===== src/rtl/fila_circular.sv =====
// Circular-buffer FIFO with pointer/count bookkeeping, flush and sticky error flags.
// Define FILA_PEEK_EN to add the show-ahead peek_out port.
`timescale 1ns/1ps
module fila_circular #(
    parameter int DATA_W = 8,
    parameter int DEPTH  = 8,
    parameter int AF_TH  = 6
) (
    input  logic                   clk_10KHz,
    input  logic                   reset,
    input  logic [DATA_W-1:0]      data_in,
    input  logic                   enqueue_in,
    input  logic                   dequeue_in,
    input  logic                   clear_in,
    output logic [DATA_W-1:0]      data_out,
`ifdef FILA_PEEK_EN
    output logic [DATA_W-1:0]      peek_out,
`endif
    output logic                   valid_out,
    output logic [$clog2(DEPTH):0] len_out,
    output logic                   full_out,
    output logic                   empty_out,
    output logic                   almost_full_out,
    output logic                   overflow_out,
    output logic                   underflow_out
);

    localparam int AW = $clog2(DEPTH);
    localparam int CW = AW + 1;
    localparam logic [CW-1:0] FULL_CNT = CW'(DEPTH);
    localparam logic [CW-1:0] AF_CNT   = CW'(AF_TH);

    logic [DATA_W-1:0] mem [DEPTH];
    logic [AW-1:0]     wr_ptr;
    logic [AW-1:0]     rd_ptr;
    logic [CW-1:0]     count;
    logic              full;
    logic              empty;
    logic              enq_ok;
    logic              deq_ok;

    // Occupancy flags come straight from the registered count, so they
    // track the post-edge state without an extra cycle of lag.
    assign full   = (count == FULL_CNT);
    assign empty  = (count == '0);
    assign enq_ok = enqueue_in && (!full || dequeue_in);
    assign deq_ok = dequeue_in && !empty;

    assign len_out         = count;
    assign full_out        = full;
    assign empty_out       = empty;
    assign almost_full_out = (count >= AF_CNT);

`ifdef FILA_PEEK_EN
    assign peek_out = empty ? '0 : mem[rd_ptr];
`endif

    // Storage holds no reset value; stale words are never exposed.
    always_ff @(posedge clk_10KHz) begin
        if (enq_ok && !clear_in) begin
            mem[wr_ptr] <= data_in;
        end
    end

    always_ff @(posedge clk_10KHz or posedge reset) begin
        if (reset) begin
            wr_ptr        <= '0;
            rd_ptr        <= '0;
            count         <= '0;
            data_out      <= '0;
            valid_out     <= 1'b0;
            overflow_out  <= 1'b0;
            underflow_out <= 1'b0;
        end else if (clear_in) begin
            wr_ptr        <= '0;
            rd_ptr        <= '0;
            count         <= '0;
            valid_out     <= 1'b0;
            overflow_out  <= 1'b0;
            underflow_out <= 1'b0;
        end else begin
            valid_out <= deq_ok;
            if (enq_ok) begin
                wr_ptr <= wr_ptr + AW'(1);
            end
            if (deq_ok) begin
                rd_ptr   <= rd_ptr + AW'(1);
                data_out <= mem[rd_ptr];
            end
            if (enq_ok && !deq_ok) begin
                count <= count + CW'(1);
            end else if (deq_ok && !enq_ok) begin
                count <= count - CW'(1);
            end
            if (enqueue_in && !enq_ok) begin
                overflow_out <= 1'b1;
            end
            if (dequeue_in && !deq_ok) begin
                underflow_out <= 1'b1;
            end
        end
    end

endmodule

===== config.mk =====
export PLATFORM = sky130hd
export DESIGN_NAME = fila_circular
export DESIGN_NICKNAME = d
export VERILOG_FILES = /design/src/rtl/fila_circular.sv
export SDC_FILE = /design/constraint.sdc
export NUM_CORES = 1
export LEC_CHECK = 0
export BUFFER_PORTS_ARGS = -buffer_cell sky130_fd_sc_hd__buf_2
export CAP_MARGIN = 25
export CORE_UTILIZATION = 57
export CTS_CLUSTER_DIAMETER = 60
export DETAILED_ROUTE_END_ITERATION = 10
export GPL_TIMING_DRIVEN = 0
export PLACE_DENSITY = 0.77
export SKIP_CTS_REPAIR_TIMING = 1
export SLEW_MARGIN = 0
export SYNTH_ARGS = -nofsm -noshare
export SYNTH_HDL_FRONTEND = slang
export SYNTH_SLANG_ARGS = --single-unit

===== constraint.sdc =====
create_clock -name clk_10KHz -period 2.72 [get_ports clk_10KHz]
set_clock_uncertainty 0.05 [all_clocks]
set_input_delay 0 -clock clk_10KHz [delete_from_list [all_inputs] [get_ports clk_10KHz]]
set_output_delay 0 -clock clk_10KHz [all_outputs]
set_load 0.02 [all_outputs]

# Yosys cells after proc, flatten, opt, wreduce, memory -nomap -nowiden
# Memories as Yosys holds them, arrays and structs flattened. A register that Yosys moved wholly into a read port is not among the register bits.
# Cells that the tools add are included.
dict set report totals {
  mem_bits_rw 64
  reg_bits 13
  elab_cells 48
  inputBits 13
  memories 1
}
# name depth width rd rd_ports_with_merged_regs write_ports line_no
set mem_list {}
lappend mem_list {mem 8 8 1 1 1 33} ;# logic [DATA_W-1:0] mem [DEPTH];
dict set report op_classes {
  n_lt_le_gt_ge 1
  n_eq_ne 1
  n_mux 14
  n_reduce_logical 20
  n_addsub 4
  n_bitwise 1
}
# cell n
set op_table {}
lappend op_table {{3-bit 2-to-1 mux} 4}
lappend op_table {{4-bit 2-to-1 mux} 3}
lappend op_table {{2-bit nonzero test} 4}
lappend op_table {{1-bit logical AND} 7}
lappend op_table {{1-bit 2-to-1 mux} 7}
lappend op_table {{3-bit by 1-bit adder with 3-bit output, second input constant} 2}
lappend op_table {{1-bit zero test} 5}
lappend op_table {{4-bit by 1-bit adder with 4-bit output, second input constant} 1}
lappend op_table {{4-bit equality test, second input constant} 1}
lappend op_table {{4-bit by 3-bit greater-or-equal comparator with 1-bit output, second input constant} 1}
lappend op_table {{4-bit zero test} 1}
lappend op_table {{4-bit by 1-bit subtractor with 4-bit output, second input constant} 1}
lappend op_table {{3-bit nonzero test} 1}
lappend op_table {{2-bit AND reduction} 1}
lappend op_table {{1-bit logical OR} 1}
lappend op_table {{1-bit NOT} 1}

# Depth between registers and ports, before layout
dict set report depth {
  word_depth 9
  ltp_mapped 8
}

# Worst setup path after synthesis
# Ideal clock, no wire load.
dict set report synth_path {
  kind {flip-flop to flip-flop}
  from {register count[0], in the netlist len_out[0]}
  to {register count[3], in the netlist len_out[3]}
  path_stages_with_launch 9
  setup_time_ns 0.082
  arrival_time_ns 2.309
  period_less_slack_ns 2.441
  path_buffers 0
  slack_ns 0.279
  path_cell_list {dfrtp_1 > nor3_1 > nand2b_1 > nand3_1 > ha_1 > a211oi_1 > nor2_1 > mux2_2 > a31oi_1}
}
dict set report synth_between {
  elab_chain_cells 7
}
# item line_no
set synth_rtl {}
lappend synth_rtl {{start: declaration} 36} ;# logic [CW-1:0] count;
lappend synth_rtl {{start signal: assignment} 91} ;# count <= count + CW'(1);
lappend synth_rtl {{start signal: assignment} 93} ;# count <= count - CW'(1);
lappend synth_rtl {{parallel branches: the longest is 7 deep, another holds 4-bit by 1-bit subtractor with 4-bit output} n/a}
# Several ways; the timed one is not identified. The select of a mux whose other input is x is not followed.
# A chain may end at the register's enable or synchronous reset.

# Worst setup path after layout
# Same ends and word-level chain as after synthesis.

==> reports/qor.yml <==
r2r_cells: 8
gp_congestion: 0.767
leakagePower_nw: 1.62
cts_tree: "done"
reg2reg_from: "len_out[0]"
power.switching_w: 0.00129
wirelength_mm: 7.01
crit_family: "simple AND/OR/NAND/NOR gates"
clk_pin_slew_ns: 0.08
clk_latency_ns: 0.35
p_clk_frac: 0.255
dr.pass1.iters: 5
start_kind: "register"
io_pins: 31
cp_num_buf_inv: 0
min_period_ns: 2.48
layout.cells.non_filler: 386
first_global_vias: 2004
grt-ovfl-total: 0
fp.dieArea_um2: 6700
worst_hold_slack_ns: 0.0678
routedWlPerCell_um: 18.2
period_share: 0.913
yosysTopAreaCell: "edfxtp_1"
synth_cells: 251
final_cell_mix: "edfxtp_1, mux2i_1, buf_2"
yosys.area.top_type_share: 0.529
synth_nets: 269
vdd_drop_max_mv: 0.681
syn_to_final_growth_pct: 17.0
critPathMaxFanout: 8
post-dp-hpwl_mm: 4.55
cts-buffers-inserted: 9
rsz0062_at_grt: "no"
antenna_left: 0
combPwrFrac: 0.331
synth_area_um2: 3630
syn_avg_cell_area_um2: 14.5
root_buffer: "clkbuf_8"
setup_viol: 0
swShare: 0.331
relSlewSlack: 0.360
power_density_nw_per_um2: 917
fin_nets: 324
cts_sinks: 85
path_class: "register to register"
arrival_ns: 2.71
final_common_cell: "edfxtp_1"
power_w: 0.00390
rows: 28
required_ns: 2.95
max_slew.worst_pin.slew_ns: 0.956
sequentialPowerShare: 0.415
crit_slowest_cell: "dfrtp_1"
ys_ff_latch: 85
drcViolationCount: 0
fmax_ghz: 0.403
via_count: 2190
dp.cells: 360
crit_path_cell_trace: "nor3_2, nand2b_1, nand3_1, ha_1, a211oi_1, nor2_1, mux2_2, a31oi_1"
clock_path_buffers: 2
hp-start: "dequeue_in"
antenna_found_initial: 0
reg2reg_to: "len_out[3]"
drt_iter0_markers: 154
ys_warn_count: 0
antennaDiodeCount: 0
grt_pass1_wl_mm: 10.5
rrSetupSlack_ns: 0.24
cp-end-kind: "register"
cts_max_level: 3
yosysSeqAreaShare: 0.673
drive_gt1_frac: 0.241
hold_viol: 0
avgViaCountPerCell: 5.67
p_int_w: 0.00261
grt.total_usage: 0.229
core-area_um2: 6030
min_path_cells: 4
postLayoutCoreUtil: 0.706
dieWidth_um: 81.9
portBuffers: 30
slew_violations: 0
cp_slowest_stage_delay_ns: 0.49
min_path_type: "primary input to register"
grt_max_degree: 22
start_util: 0.603
synth_cell_types: 40
cap_violations: 0
synth_area_leaders: "edfxtp_1, dfrtp_1, mux2i_1"
hold_end: "overflow_out"
status: "finished clean"
die_h_um: 81.9
[cell families after synthesis]
group,count (synthesis),share of synthesized area
mux,37,0.102
flops,85,0.673
simple gates,53,0.0754
xor+xnor,5,0.0121
compound gates,38,0.0843
buf+inv,28,0.0334
fa+ha+maj,5,0.0193
[metal layers]
metal,up-vias,GRT usage,share of wire
li1,1043,-,-
met1,1061,0.324,0.44
met2,75,0.345,0.48
met3,11,0.0467,0.066
met4,0,0.0982,0.014
met5,-,0,0
[power by group through the flow]
stage / clock network [W] / logic, W / registers, W
floorplan: 0 / 0.000849 / 0.00175
detailed placement: 0 / 0.00128 / 0.00164
CTS: 0.00101 / 0.00129 / 0.00162
global route: 0.00105 / 0.00141 / 0.00164
global placement: 0 / 0.00125 / 0.00164
finish: 0.000993 / 0.00129 / 0.00162
[tightest hold or removal path: cells and delay by family]
| kind | cells | cell delay, ns |
|---|---|---|
| AO/OA/AOI/OAI | 1 | 0.12 |
| AND/OR/NAND/NOR | 1 | 0.08 |
| buffers and inverters | 2 | 0.23 |
[cell type report]
type / count / area [um2]
Sequential cell: 85 / 2450
Multi-Input combinational cell: 138 / 1070
Buffer: 12 / 61.3
Fill cell: 418 / 1770
Inverter: 16 / 60.1
Clock inverter: 2 / 16.3
Tap cell: 75 / 93.8
Clock buffer: 14 / 226
Timing Repair Buffer: 44 / 278
[state kept, by name, indices dropped and copies added (netlist names)]
register / cells
rd_ptr: 3
data_out: 8
wr_ptr: 3
len_out: 4
underflow_out: 1
valid_out: 1
overflow_out: 1
mem: 64
[cell usage after synthesis]
library cell and instances:
a211oi_1 2, a211oi_4 1, a21o_1 1, a21oi_1 3
a22oi_1 16, a31oi_1 2, and2_1 1, buf_1 3
buf_2 4, buf_4 1, buf_6 1, clkbuf_1 3
dfrtp_1 21, edfxtp_1 64, fa_1 1, ha_1 4
inv_1 15, inv_2 1, mux2_2 1, mux2i_1 36
nand2_1 5, nand2b_1 2, nand3_1 10, nand3_2 1
nand3b_1 1, nor2_1 19, nor2b_1 3, nor3_1 5
nor3_2 1, nor4_1 1, o211ai_1 2, o21ai_0 1
o21ai_2 8, o21ai_4 1, o311a_1 1, or2_2 2
or4_4 1, or4b_4 1, xnor2_1 3, xor2_1 2
[worst max-delay path by stage]
stage                            end  depth (start not counted)  slack [ns]  startpoint
after CTS                 len_out[3]                          8        0.08  len_out[0]
after global placement     mem[0][0]                          5       -0.04  len_out[3]
after detailed placement  len_out[3]                          8        0.10  len_out[0]
after global routing      len_out[3]                          8        0.06  len_out[1]
final                     len_out[3]                          8        0.24  len_out[0]
after floorplan           len_out[3]                          8        0.28  len_out[0]
[per-stage QoR]
stage / instance area [um2] / TNS [ns] / setup slack (ns)
floorplan: 3630 / 0 / 0.279
global placement: 3880 / -0.331 / -0.0418
detailed placement: 3910 / 0 / 0.103
CTS: 4150 / 0 / 0.0830
global route: 4250 / 0 / 0.0574
finish: 4250 / 0 / 0.236
Note: power is estimated with default switching activity, not from simulation.
